--- src/rtl/clk_div_ctrl.sv ---
// clk_div_ctrl: run/stop and reconfiguration controller for the fabric clock
// divider. Produces a 50%-duty divided clock (div_out) plus a toggle strobe
// (tick). New half-period values arrive over a valid/ready handshake and are
// only applied on a period boundary (falling edge of div_out) or while idle,
// so downstream logic never sees a runt or stretched phase. Stopping also
// waits for a completed period, so div_out always parks low.
module clk_div_ctrl #(
    parameter int CNT_W    = 16,
    parameter int DEF_HALF = 4999,
    parameter int MIN_HALF = 1
) (
    input  logic             clk,
    input  logic             rst,
    input  logic             run,
    input  logic             cfg_valid,
    input  logic [CNT_W-1:0] cfg_half,
    output logic             cfg_ready,
    output logic             busy,
    output logic             div_out,
    output logic             tick,
    output logic             err
);

    localparam logic [1:0] S_IDLE  = 2'd0;
    localparam logic [1:0] S_RUN   = 2'd1;
    localparam logic [1:0] S_DRAIN = 2'd2;

    localparam logic [CNT_W-1:0] DEF_HALF_V = CNT_W'(DEF_HALF);
    localparam logic [CNT_W-1:0] MIN_HALF_V = CNT_W'(MIN_HALF);

    logic [1:0]       state_reg, state_next;
    logic [CNT_W-1:0] count_reg, count_next;
    logic [CNT_W-1:0] active_half_reg, active_half_next;
    logic [CNT_W-1:0] pend_half_reg, pend_half_next;
    logic             pend_vld_reg, pend_vld_next;
    logic             div_out_reg, div_out_next;
    logic             tick_reg, tick_next;
    logic             err_reg, err_next;

    logic counting;
    logic term;
    logic xfer;
    logic apply;

    // Event decode: phase terminal count, handshake transfer and config apply.
    always_comb begin
        counting = (state_reg == S_RUN) || (state_reg == S_DRAIN);
        term     = counting && (count_reg == active_half_reg);
        xfer     = cfg_valid && !pend_vld_reg;
        // Apply only while idle or on a falling edge (period boundary); the
        // terminal cycle itself still compares against the old value.
        apply    = pend_vld_reg && ((state_reg == S_IDLE) || (term && div_out_reg));
    end

    // Next-state logic for the FSM, phase counter, divided clock and config slot.
    always_comb begin
        state_next       = state_reg;
        count_next       = '0;
        div_out_next     = div_out_reg;
        tick_next        = 1'b0;
        err_next         = 1'b0;
        active_half_next = active_half_reg;
        pend_half_next   = pend_half_reg;
        pend_vld_next    = pend_vld_reg;

        case (state_reg)
            S_IDLE: begin
                div_out_next = 1'b0;
                if (run) begin
                    state_next = S_RUN;
                end
            end
            S_RUN, S_DRAIN: begin
                // Leaving RUN for DRAIN does not disturb the counter; a
                // falling edge with run low is a completed period, so stop.
                if (term && div_out_reg && !run) begin
                    state_next = S_IDLE;
                end else if (!run) begin
                    state_next = S_DRAIN;
                end else begin
                    state_next = S_RUN;
                end
                if (term) begin
                    div_out_next = ~div_out_reg;
                    tick_next    = 1'b1;
                end else begin
                    count_next   = count_reg + 1'b1;
                end
            end
            default: begin
                state_next   = S_IDLE;
                div_out_next = 1'b0;
            end
        endcase

        // A transfer needs an empty slot and an apply needs a full one, so
        // the two never collide in the same cycle.
        if (xfer) begin
            if (cfg_half < MIN_HALF_V) begin
                err_next = 1'b1;
            end else begin
                pend_half_next = cfg_half;
                pend_vld_next  = 1'b1;
            end
        end
        if (apply) begin
            active_half_next = pend_half_reg;
            pend_vld_next    = 1'b0;
        end
    end

    // State registers with asynchronous active-low reset; pending config is dropped.
    always_ff @(posedge clk or negedge rst) begin
        if (!rst) begin
            state_reg       <= S_IDLE;
            count_reg       <= '0;
            active_half_reg <= DEF_HALF_V;
            pend_half_reg   <= '0;
            pend_vld_reg    <= 1'b0;
            div_out_reg     <= 1'b0;
            tick_reg        <= 1'b0;
            err_reg         <= 1'b0;
        end else begin
            state_reg       <= state_next;
            count_reg       <= count_next;
            active_half_reg <= active_half_next;
            pend_half_reg   <= pend_half_next;
            pend_vld_reg    <= pend_vld_next;
            div_out_reg     <= div_out_next;
            tick_reg        <= tick_next;
            err_reg         <= err_next;
        end
    end

    assign cfg_ready = ~pend_vld_reg;
    assign busy      = (state_reg != S_IDLE);
    assign div_out   = div_out_reg;
    assign tick      = tick_reg;
    assign err       = err_reg;

endmodule
--- config.mk ---
export PLATFORM = sky130hd
export DESIGN_NAME = clk_div_ctrl
export DESIGN_NICKNAME = d
export VERILOG_FILES = /design/src/rtl/clk_div_ctrl.sv
export SDC_FILE = /design/constraint.sdc
export NUM_CORES = 1
export LEC_CHECK = 0
export ABC_AREA = 0
export ABC_CLOCK_PERIOD_IN_PS = 2000
export CAP_MARGIN = 10
export CELL_PAD_IN_SITES_DETAIL_PLACEMENT = 0
export CELL_PAD_IN_SITES_GLOBAL_PLACEMENT = 1
export CORE_ASPECT_RATIO = 1.75
export CORE_MARGIN = 2
export CORE_UTILIZATION = 35
export DETAILED_ROUTE_END_ITERATION = 8
export PLACE_DENSITY_LB_ADDON = 0.25
export RECOVER_POWER = 50
export SLEW_MARGIN = 20
export SYNTH_ARGS = -nofsm -noshare
export SYNTH_HDL_FRONTEND = slang
export SYNTH_SLANG_ARGS = --single-unit
--- constraint.sdc ---
create_clock -name clk -period 2 [get_ports clk]
set_input_delay 0.4 -clock clk [delete_from_list [all_inputs] [get_ports clk]]
set_output_delay 0.4 -clock clk [all_outputs]
set_load 0.01 [all_outputs]
Word-level counts from Yosys, hierarchy flattened
Cells that the tools add are included.
W data, S select, Z words.
- input bits: 20
- register bits: 54
- equality and inequality tests: 6
- $lt $le $gt $ge: 1
- bitwise operators: 3
- add/subtract/negate cells: 1
- muxes and demuxes: 15
- reductions and logical operators: 15
- operators with widths (operator ; number):
    $mux W16 ; 2
    $add A16 B1 Y16 const B ; 1
    $eq A16 B16 Y1 ; 1
    $lt A16 B1 Y1 const B ; 1
    $mux W1 ; 9
    $mux W2 ; 3
    $ne A2 B2 Y1 const B ; 3
    $logic_and A1 B1 Y1 ; 5
    $pmux W2 S2 ; 1
    $reduce_and A2 Y1 ; 2
    $reduce_bool A2 Y1 ; 2
    $not A1 Y1 ; 3
    $eq A2 B1 Y1 const B ; 1
    $eq A2 B2 Y1 const B ; 1
    $logic_not A1 Y1 ; 2
    $logic_not A2 Y1 ; 1
    $logic_or A1 B1 Y1 ; 2
    $reduce_or A2 Y1 ; 1

Logic depth before layout (Yosys ltp)
- word-level depth: 8
- mapped depth: 7
- mapped depth without buffers: 6

Least setup slack after synthesis
No wires, ideal clock.
- path kind: register to register
- start: register active_half_reg[2]
- end: register state_reg[1]
- data required time: 1.881 ns
- period minus slack after synthesis: 1.883 ns
- slack: 0.117 ns
- stages on the path, launching flop included: 7
- setup time: 0.119 ns
- path buffers: 2
- arrival: 1.765 ns
- cell sequence: dfstp_2 xnor2_1 nand4_1 or4_1 buf_6 buf_12 a21bo_1
- cells in the longest elaborated chain, start to end: 6
- RTL lines (what ; RTL line ; RTL):
    start: declaration ; 33 ; logic [CNT_W-1:0] active_half_reg, active_half_next;
    start signal: assignment ; 126 ; active_half_reg <= active_half_next;
    $eq A16 B16 Y1 ; 48 ; term = counting && (count_reg == active_half_reg);
    $logic_and A1 B1 Y1 ; 48 ;
    $logic_and A1 B1 Y1 (2 in a row) ; 76 ; if (term && div_out_reg && !run) begin
    $mux W2 ; 76 ;
    $pmux W2 S2 ; 66 ; case (state_reg)
    end signal: assignment ; 124 ; state_reg <= state_next;
    end: declaration ; 31 ; logic [1:0] state_reg, state_next;
Every way passes these cells.
A chain may end at the register's enable or synchronous reset.

Worst setup path in the final report
- start: register pend_vld_reg
- end: output port cfg_ready
- cells in the longest elaborated chain, start to end: 1
- RTL lines (what ; RTL line ; RTL):
    start: declaration ; 35 ; logic pend_vld_reg, pend_vld_next;
    start signal: assignment ; 128 ; pend_vld_reg <= pend_vld_next;
    $not A1 Y1 ; 135 ; assign cfg_ready = ~pend_vld_reg;
    end: declaration ; 17 ; output logic cfg_ready,
Every way passes these cells.

==> metrics.log <==
[metrics] routability congestion estimate: 0.7673
[metrics] Post-Syn Area: 3009 um^2
[metrics] DRC violation count after routing: 0
[metrics] path type of the worst setup path: flip-flop to output pin
[metrics] arithmetic-cell share of the synthesized area counting full adders, half adders and majority gates: 1.247%
[metrics] final period demand of the worst path: 1.914 ns
[metrics] leading post-synthesis cells by instance count: 47 x sky130_fd_sc_hd__dfrtp_1, 22 x sky130_fd_sc_hd__xnor2_1, 18 x sky130_fd_sc_hd__a211oi_1
[metrics] count of pins on the block boundary: 25
[metrics] number of rows created at floorplan: 44
[metrics] part of the cycle the worst path needs: 95.71%
[metrics] area occupied by multi-input gates: 1560 um^2
[metrics] Fill cells: 813
[metrics] setup repair after global routing missed its margin: no
[metrics] initial antenna violation count: 0
[metrics] post-synthesis compound-gate area fraction: 11.68%
[metrics] first-pass GRT wire length: 12220 um
[metrics] main combinational cell family by area after synthesis: simple AND/OR/NAND/NOR gates
[metrics] maxcap violations: 0
[metrics] gr usage total: 17.13%
[metrics] cell total after placement: 433
[metrics] setup total negative slack: 0 ns
[metrics] Overall Power: 4.611 mW
[metrics] root cell of the clock tree: sky130_fd_sc_hd__clkbuf_16
[metrics] most instantiated flip-flop cell in the synthesis netlist: sky130_fd_sc_hd__dfrtp_1
[metrics] Non-Filler Instances: 444
[metrics] number of buffer cells added on primary ports: 24
[metrics] multiplexer share of the synthesized area: 11.64%
[metrics] fraction of final layout cells with drive strength greater than 1: 22.49%
[metrics] worst min-delay path category: flip-flop to flip-flop
[metrics] Area growth syn-to-layout: 24.57%
[metrics] portion of the post-synthesis area used by sequential elements: 45.20%
[metrics] upper clock frequency limit: 0.5224 GHz
[metrics] Longest Clk Path Bufs: 2
[metrics] via count: 2357
[metrics] number of stages on the worst hold path: 1
[metrics] clock tree from TritonCTS: done
[metrics] post-synthesis net count: 299
[metrics] number of warning messages in the yosys log: 0
[metrics] most frequent cell after synthesis: sky130_fd_sc_hd__dfrtp_1
[metrics] endpoint required time on the critical path: 1.60 ns
[metrics] Seq. cell area: 1361 um^2
[metrics] starting density of the core: 36.20%
[metrics] Async S/R FF share, synth: 100.0%
[metrics] mean number of vias per cell: 5.309
[metrics] net count of the finished layout: 351
[metrics] average instance area after synthesis: 10.90 um^2
[metrics] post-synthesis cell type with the largest combined area: sky130_fd_sc_hd__dfrtp_1
[metrics] largest net degree at the start of global routing: 34
[metrics] area post-placement: 3567 um^2
[metrics] fraction of synthesized cell area in xor and xnor cells: 8.399%
[metrics] least setup slack across all paths after layout: 0.08576 ns
[metrics] cell count after synthesis: 276
[metrics] final design instance area without fill: 3749 um^2
[metrics] CTS sink count: 54
[metrics] Die Span Y: 126.7 um
[metrics] Yosys top cell area share: 39.09%
[metrics] via count of the first global-routing pass: 2362
[metrics] die span in x: 74.09 um
[metrics] total CTS buffers: 5
[metrics] clock-pin slew on the worst setup and hold paths: 0.07 ns
[metrics] worst slack after detailed placement: -0.08316 ns
[metrics] worst vdd rail ir drop: 0.6368 mV
[metrics] number of different library cells in the post-synthesis netlist: 39
[metrics] Die Area: 9384 um^2
[metrics] outcome: finished, final reports clean
[metrics] detailed-routing iteration count for the pre-antenna-repair pass: 4
[metrics] worst endpoint data arrival time: 1.51 ns
[metrics] R2R depth: 5
[metrics] Tightest Pin Transition: 0.5157 ns
[metrics] final count of pins violating max slew: 0
[metrics] Fin. Hold Viols: 0
[metrics] count of antenna diodes in the layout: 0
[metrics] power density over cell area: 1230 nW/um^2
[metrics] simple-gate share of the synthesized area: 18.09%
[metrics] clock skew: 0.004061 ns
[metrics] final hold slack: 0.5303 ns
[metrics] clock latency at the later pin of the worst-skew pair: 0.29 ns
[metrics] starting DRC count in detailed routing: 124
[metrics] H-tree level count: 2
[metrics] number of nets with antenna violations after detailed routing: 0
[metrics] final global-route overflow total: 0
[metrics] element type at the critical path start: flip-flop
[metrics] count of flip-flops with a built-in enable after synthesis: 0
[metrics] reported leakage power: 1.612 nW
[metrics] CP Max Fanout: 10
[metrics] cells taking the most area after synthesis: sky130_fd_sc_hd__dfrtp_1 39%, sky130_fd_sc_hd__xnor2_1 6.4%, sky130_fd_sc_hd__dfstp_2 6.1%
[metrics] half-perimeter wire length after detailed placement: 5288 um
[metrics] wirelength, routed: 7341 um
[metrics] share of the core filled with cells in the final layout: 45.09%
[metrics] Std-Cell Core Area: 8313 um^2
[metrics] count of state elements after synthesis: 54
[metrics] setup violation total in the final timing report: 0
[metrics] worst slew margin relative to its limit: 65.62%
[metrics] average routed wire per standard cell: 16.53 um
[metrics] type of destination of the critical path: output pin
==> repair_timing <==
item,4_1_cts,5_1_grt
buffers inserted,0,2
pin swaps,0,3
endpoints found under the hold margin,5,0
setup endpoints to repair,2,17
hold buffers,1,0
gates resized for setup,3,5
==> worst paths after layout <==
| check | start | endpoint | slack (ns) |
|---|---|---|---|
| min in group asynchronous | rst | pend_half_reg[5]$_DFFE_PN0P_ | 0.59 |
| max in group asynchronous | rst | pend_vld_reg$_DFFE_PN0P_ | 0.44 |
| setup reg to reg | active_half_reg[12]$_DFFE_PN1P_ | state_reg[1]$_DFFE_PN0P_ | 0.09 |
| setup / recovery | pend_vld_reg$_DFFE_PN0P_ | cfg_ready | 0.09 |
| hold reg to reg | pend_half_reg[4]$_DFFE_PN0P_ | pend_half_reg[4]$_DFFE_PN0P_ | 0.53 |
| hold / removal | pend_half_reg[4]$_DFFE_PN0P_ | pend_half_reg[4]$_DFFE_PN0P_ | 0.53 |
==> area by class of cell <==
cell class | count | area share (%)
flip-flops and latches | 54 | 36.32
multi-input cells | 201 | 41.62
repair buffers | 59 | 13.58
well taps | 115 | 3.838
inverters | 7 | 0.7009
clock inverters | 1 | 0.1335
clock buffers | 7 | 3.805
==> cell families after synthesis <==
family,after synthesis
compound gates,44
xor+xnor,28
fa+ha+maj,3
buf+inv,21
flops,54
mux,33
simple gates,93
==> power breakdown <==
| part | switching, mW | internal [mW] | total, mW |
|---|---|---|---|
| logic | 0.952 | 0.981 | 1.93 |
| clock network | 0.394 | 0.498 | 0.892 |
| registers | 0.327 | 1.46 | 1.79 |
==> worst max-delay path: stages (launching register included) <==
cell and delay [ns]:
sky130_fd_sc_hd__dfrtp_2 0.49, sky130_fd_sc_hd__inv_1 0.17, sky130_fd_sc_hd__clkdlybuf4s50_1 0.56
==> per-layer routing <==
layer	global-route usage, %	wire [um]
met1	20.62	3118
met2	30.20	3949
met3	2.462	134
met4	6.096	139
met5	0	0
==> cell usage in the layout, fill, tap and decap left out, drive strengths merged, types with 3 or more instances in the layout <==
cell and count:
nor4 9, dfstp 7, clkdlybuf4s50 21, clkbuf 11, nor3 16, and3 19
dfrtp 47, xor2 5, a221oi 16, buf 31, nand3 8, a21oi 4
ha 3, mux2i 17, nand2 5, nand4 8, inv 6, mux2 16
xnor2 23, nor2 5, nor2b 16, a211oi 18
Note: power is estimated with default switching activity, not from simulation.
==> RTL edit, RTL diff (config.mk and constraints unchanged) <==
Change the parameter `CNT_W` from 16 to 32.
--- a/src/rtl/clk_div_ctrl.sv
+++ b/src/rtl/clk_div_ctrl.sv
@@ -7,3 +7,3 @@
 module clk_div_ctrl #(
-    parameter int CNT_W    = 16,
+    parameter int CNT_W    = 32,
     parameter int DEF_HALF = 4999,
Interface: changed (resized cfg_half); port bits go from 25 to 41. No check against the original RTL was run, so the function may have changed too.
==> RTL edit against the unedited design <==
The run now ends with negative setup slack left. Combinational power up 87%. Routed wire length is 130% higher. Synthesized area increased by 82%. Sequential cell count rose by 48. Power is 90% higher. Setup slack worse by 0.13 ns. Non-clock buffer count increased by 55. Design area grew 88%. Global-route usage up 3.2 points.
==> RTL edit: results (changes against the unedited design) <==
[clock_tree]
clkTransAtPathRegs_ns=0.07  ; about the same
cts_buffers=9  ; +4
clock_latency_ns=0.35  ; +0.06 ns
clockBufferDepth=2  ; unchanged
root_buffer=clkbuf_16
cts-htree-levels=3  ; +1

[worst_setup_path]
path_max_fanout=16  ; +6
crit_path_max_incr_delay_ns=0.55
arrival_ns=2.31  ; +0.80 ns
cp_slowest_cell=dfstp_2
path_delay_family=simple AND/OR/NAND/NOR gates

[yosys]
yosysUniqueCellTypes=34  ; -13%
synth_warnings=0  ; unchanged
synthTopCellsByCount=95 x dfrtp_1, 41 x nand3_1, 38 x xor2_1
ys_seq_area_share_pct=46.76  ; +1.6 points
syn-num-nets=573  ; +92%
synthArstFlopShare_pct=100.0  ; unchanged
netlist_top_cells_area=dfrtp_1 43%, mux2_2 6.6%, xor2_1 6.1%, a222oi_1 5.8%, o211ai_1 4.5%
synthFlopType=dfrtp_1

[power]
net-switching-power_w=0.003349  ; +100%
peakVddDrop_v=0.001262  ; +98%
p_leak_nw=2.748  ; +70%

[detailed_routing]
wl_per_cell_um=20.85  ; +26%
num_vias=4707  ; +100%
dr.pass1.iters=8  ; +4
wl_met3_um=748  ; +460%
wl_met1_mm=6.455  ; +110%
wl_met2_mm=9.260  ; +130%
routed.top_layer=met4
drt_iter0_markers=424  ; +240%

[global_route]
grt_pass1_wl_mm=26.68  ; +120%
met3_usage_pct=2.759  ; +0.30 points
grt_pass1_vias=4793  ; +100%
grt_max_degree=37  ; +8.8%
grt_usage_pct=20.37  ; +3.2 points
grt_use_met2_pct=36.50  ; +6.3 points
grt_use_met1_pct=24.92  ; +4.3 points
antenna_found_initial=0  ; unchanged

[status]
failed_checks=negative setup slack
status=finished with violations

[place]
preCtsSetupSlack_ns=-0.5013  ; -0.4181 ns
io_buffers=40  ; +67%
hpwl_mm=10.93  ; +110%
place_congestion=0.8294  ; +8.1%

[timing]
fin_crit_ns=2.046  ; +0.1317 ns
setup_viol=18  ; +18
setup_ws_ns=-0.04595  ; -0.1317 ns
max_slew_margin_pct=38.28  ; -27 points
finClkSkew_ns=0.009511  ; +0.005449 ns

[cells_and_area]
finalNetCount=657  ; +87%
layout-drive-gt1-share_pct=24.40  ; +1.9 points
antennaDiodeCount=0  ; unchanged
fillers=1491  ; +83%

[job]
max_cap_violations=0  ; unchanged

[worst_hold_path]
holdCritPathClass=input port to asynchronous set/reset pin

## RTL edit: changes by cell type in the layout (fill, tap and decap cells not counted), moves of 29 or more
cell,change
a222oi_1,+32
buf_4,+29
dfrtp_1,+48
nand3_1,+33
nor2_1,+31
o211ai_1,+33
xor2_1,+33
## RTL edit: path summary, 6_finish.rpt
| path | from | end | slack, ns | cells past startpoint |
|---|---|---|---|---|
| max | active_half_reg[12]$_DFFE_PN1P_ | active_half_reg[15]$_DFFE_PN0P_ | -0.05 | 7 |
| min | rst | state_reg[0]$_DFFE_PN0P_ | 0.17 | 1 |
| max reg2reg | active_half_reg[12]$_DFFE_PN1P_ | active_half_reg[15]$_DFFE_PN0P_ | -0.05 | 7 |
| min reg2reg | count_reg[0]$_DFF_PN0_ | count_reg[0]$_DFF_PN0_ | 0.51 | 1 |
| max in group asynchronous | rst | count_reg[0]$_DFF_PN0_ | 0.37 | 2 |
| min in group clk | cfg_half[4] | pend_half_reg[4]$_DFFE_PN0P_ | 0.34 | 2 |
## RTL edit: repair_timing
| action | 4_1_cts | 5_1_grt |
|---|---|---|
| setup buffers | 7 | 2 |
| endpoints found under the setup margin | 99 | 99 |
| cloned | 2 | 3 |
| pin swaps | 17 | 31 |
| resized for setup | 41 | 31 |
## RTL edit: cell families after synthesis
| group | after synthesis | share of synthesized area (%) |
|---|---|---|
| AOI/OAI and AO/OA | 106 | 14.32 |
| xor gates and xnor gates | 61 | 9.753 |
| adders and majority gates | 3 | 0.6853 |
| buffers and inverters | 54 | 4.522 |
| DFF | 102 | 46.76 |
| muxes | 32 | 6.578 |
| and+or+nand+nor | 176 | 17.38 |
## RTL edit: stage by stage
stage / cells / instance area [um^2] / utilization (%) / hold slack (ns) / TNS [ns]
final: 809 / 7054 / 46.06 / 0.1714 / -0.4306
after floorplan: 534 / 5478 / - / 0.1044 / 0
after detailed placement: 779 / 6466 / 42.22 / 0.4006 / -20.02
after CTS: 804 / 6942 / 45.33 / 0.02156 / -0.03015
after global placement: 779 / 6466 / 42.22 / 0.3955 / -15.94
after global routing: 809 / 7054 / 46.06 / 0.2195 / -4.980
## RTL edit: power by group through the flow
stage | Sequential (W) | Combinational [W] | Clock, W
floorplan | 0.00306 | 0.00242 | 0
global placement | 0.00322 | 0.00333 | 0
detailed placement | 0.00325 | 0.00345 | 0
CTS | 0.00321 | 0.00358 | 0.00200
global route | 0.00330 | 0.00397 | 0.00209
finish | 0.00322 | 0.00360 | 0.00195
## RTL edit: cell type report
cell class                 instances  area (um^2)  area share, %
clock inverter                     7        105.1          1.490
clock buffer                       9        225.2          3.193
inverter                          13        48.80         0.6917
sequential                       102         2562          36.32
timing repair buffer             114         1097          15.56
tap                              186        232.7          3.299
multi-input combinational        378         2783          39.45
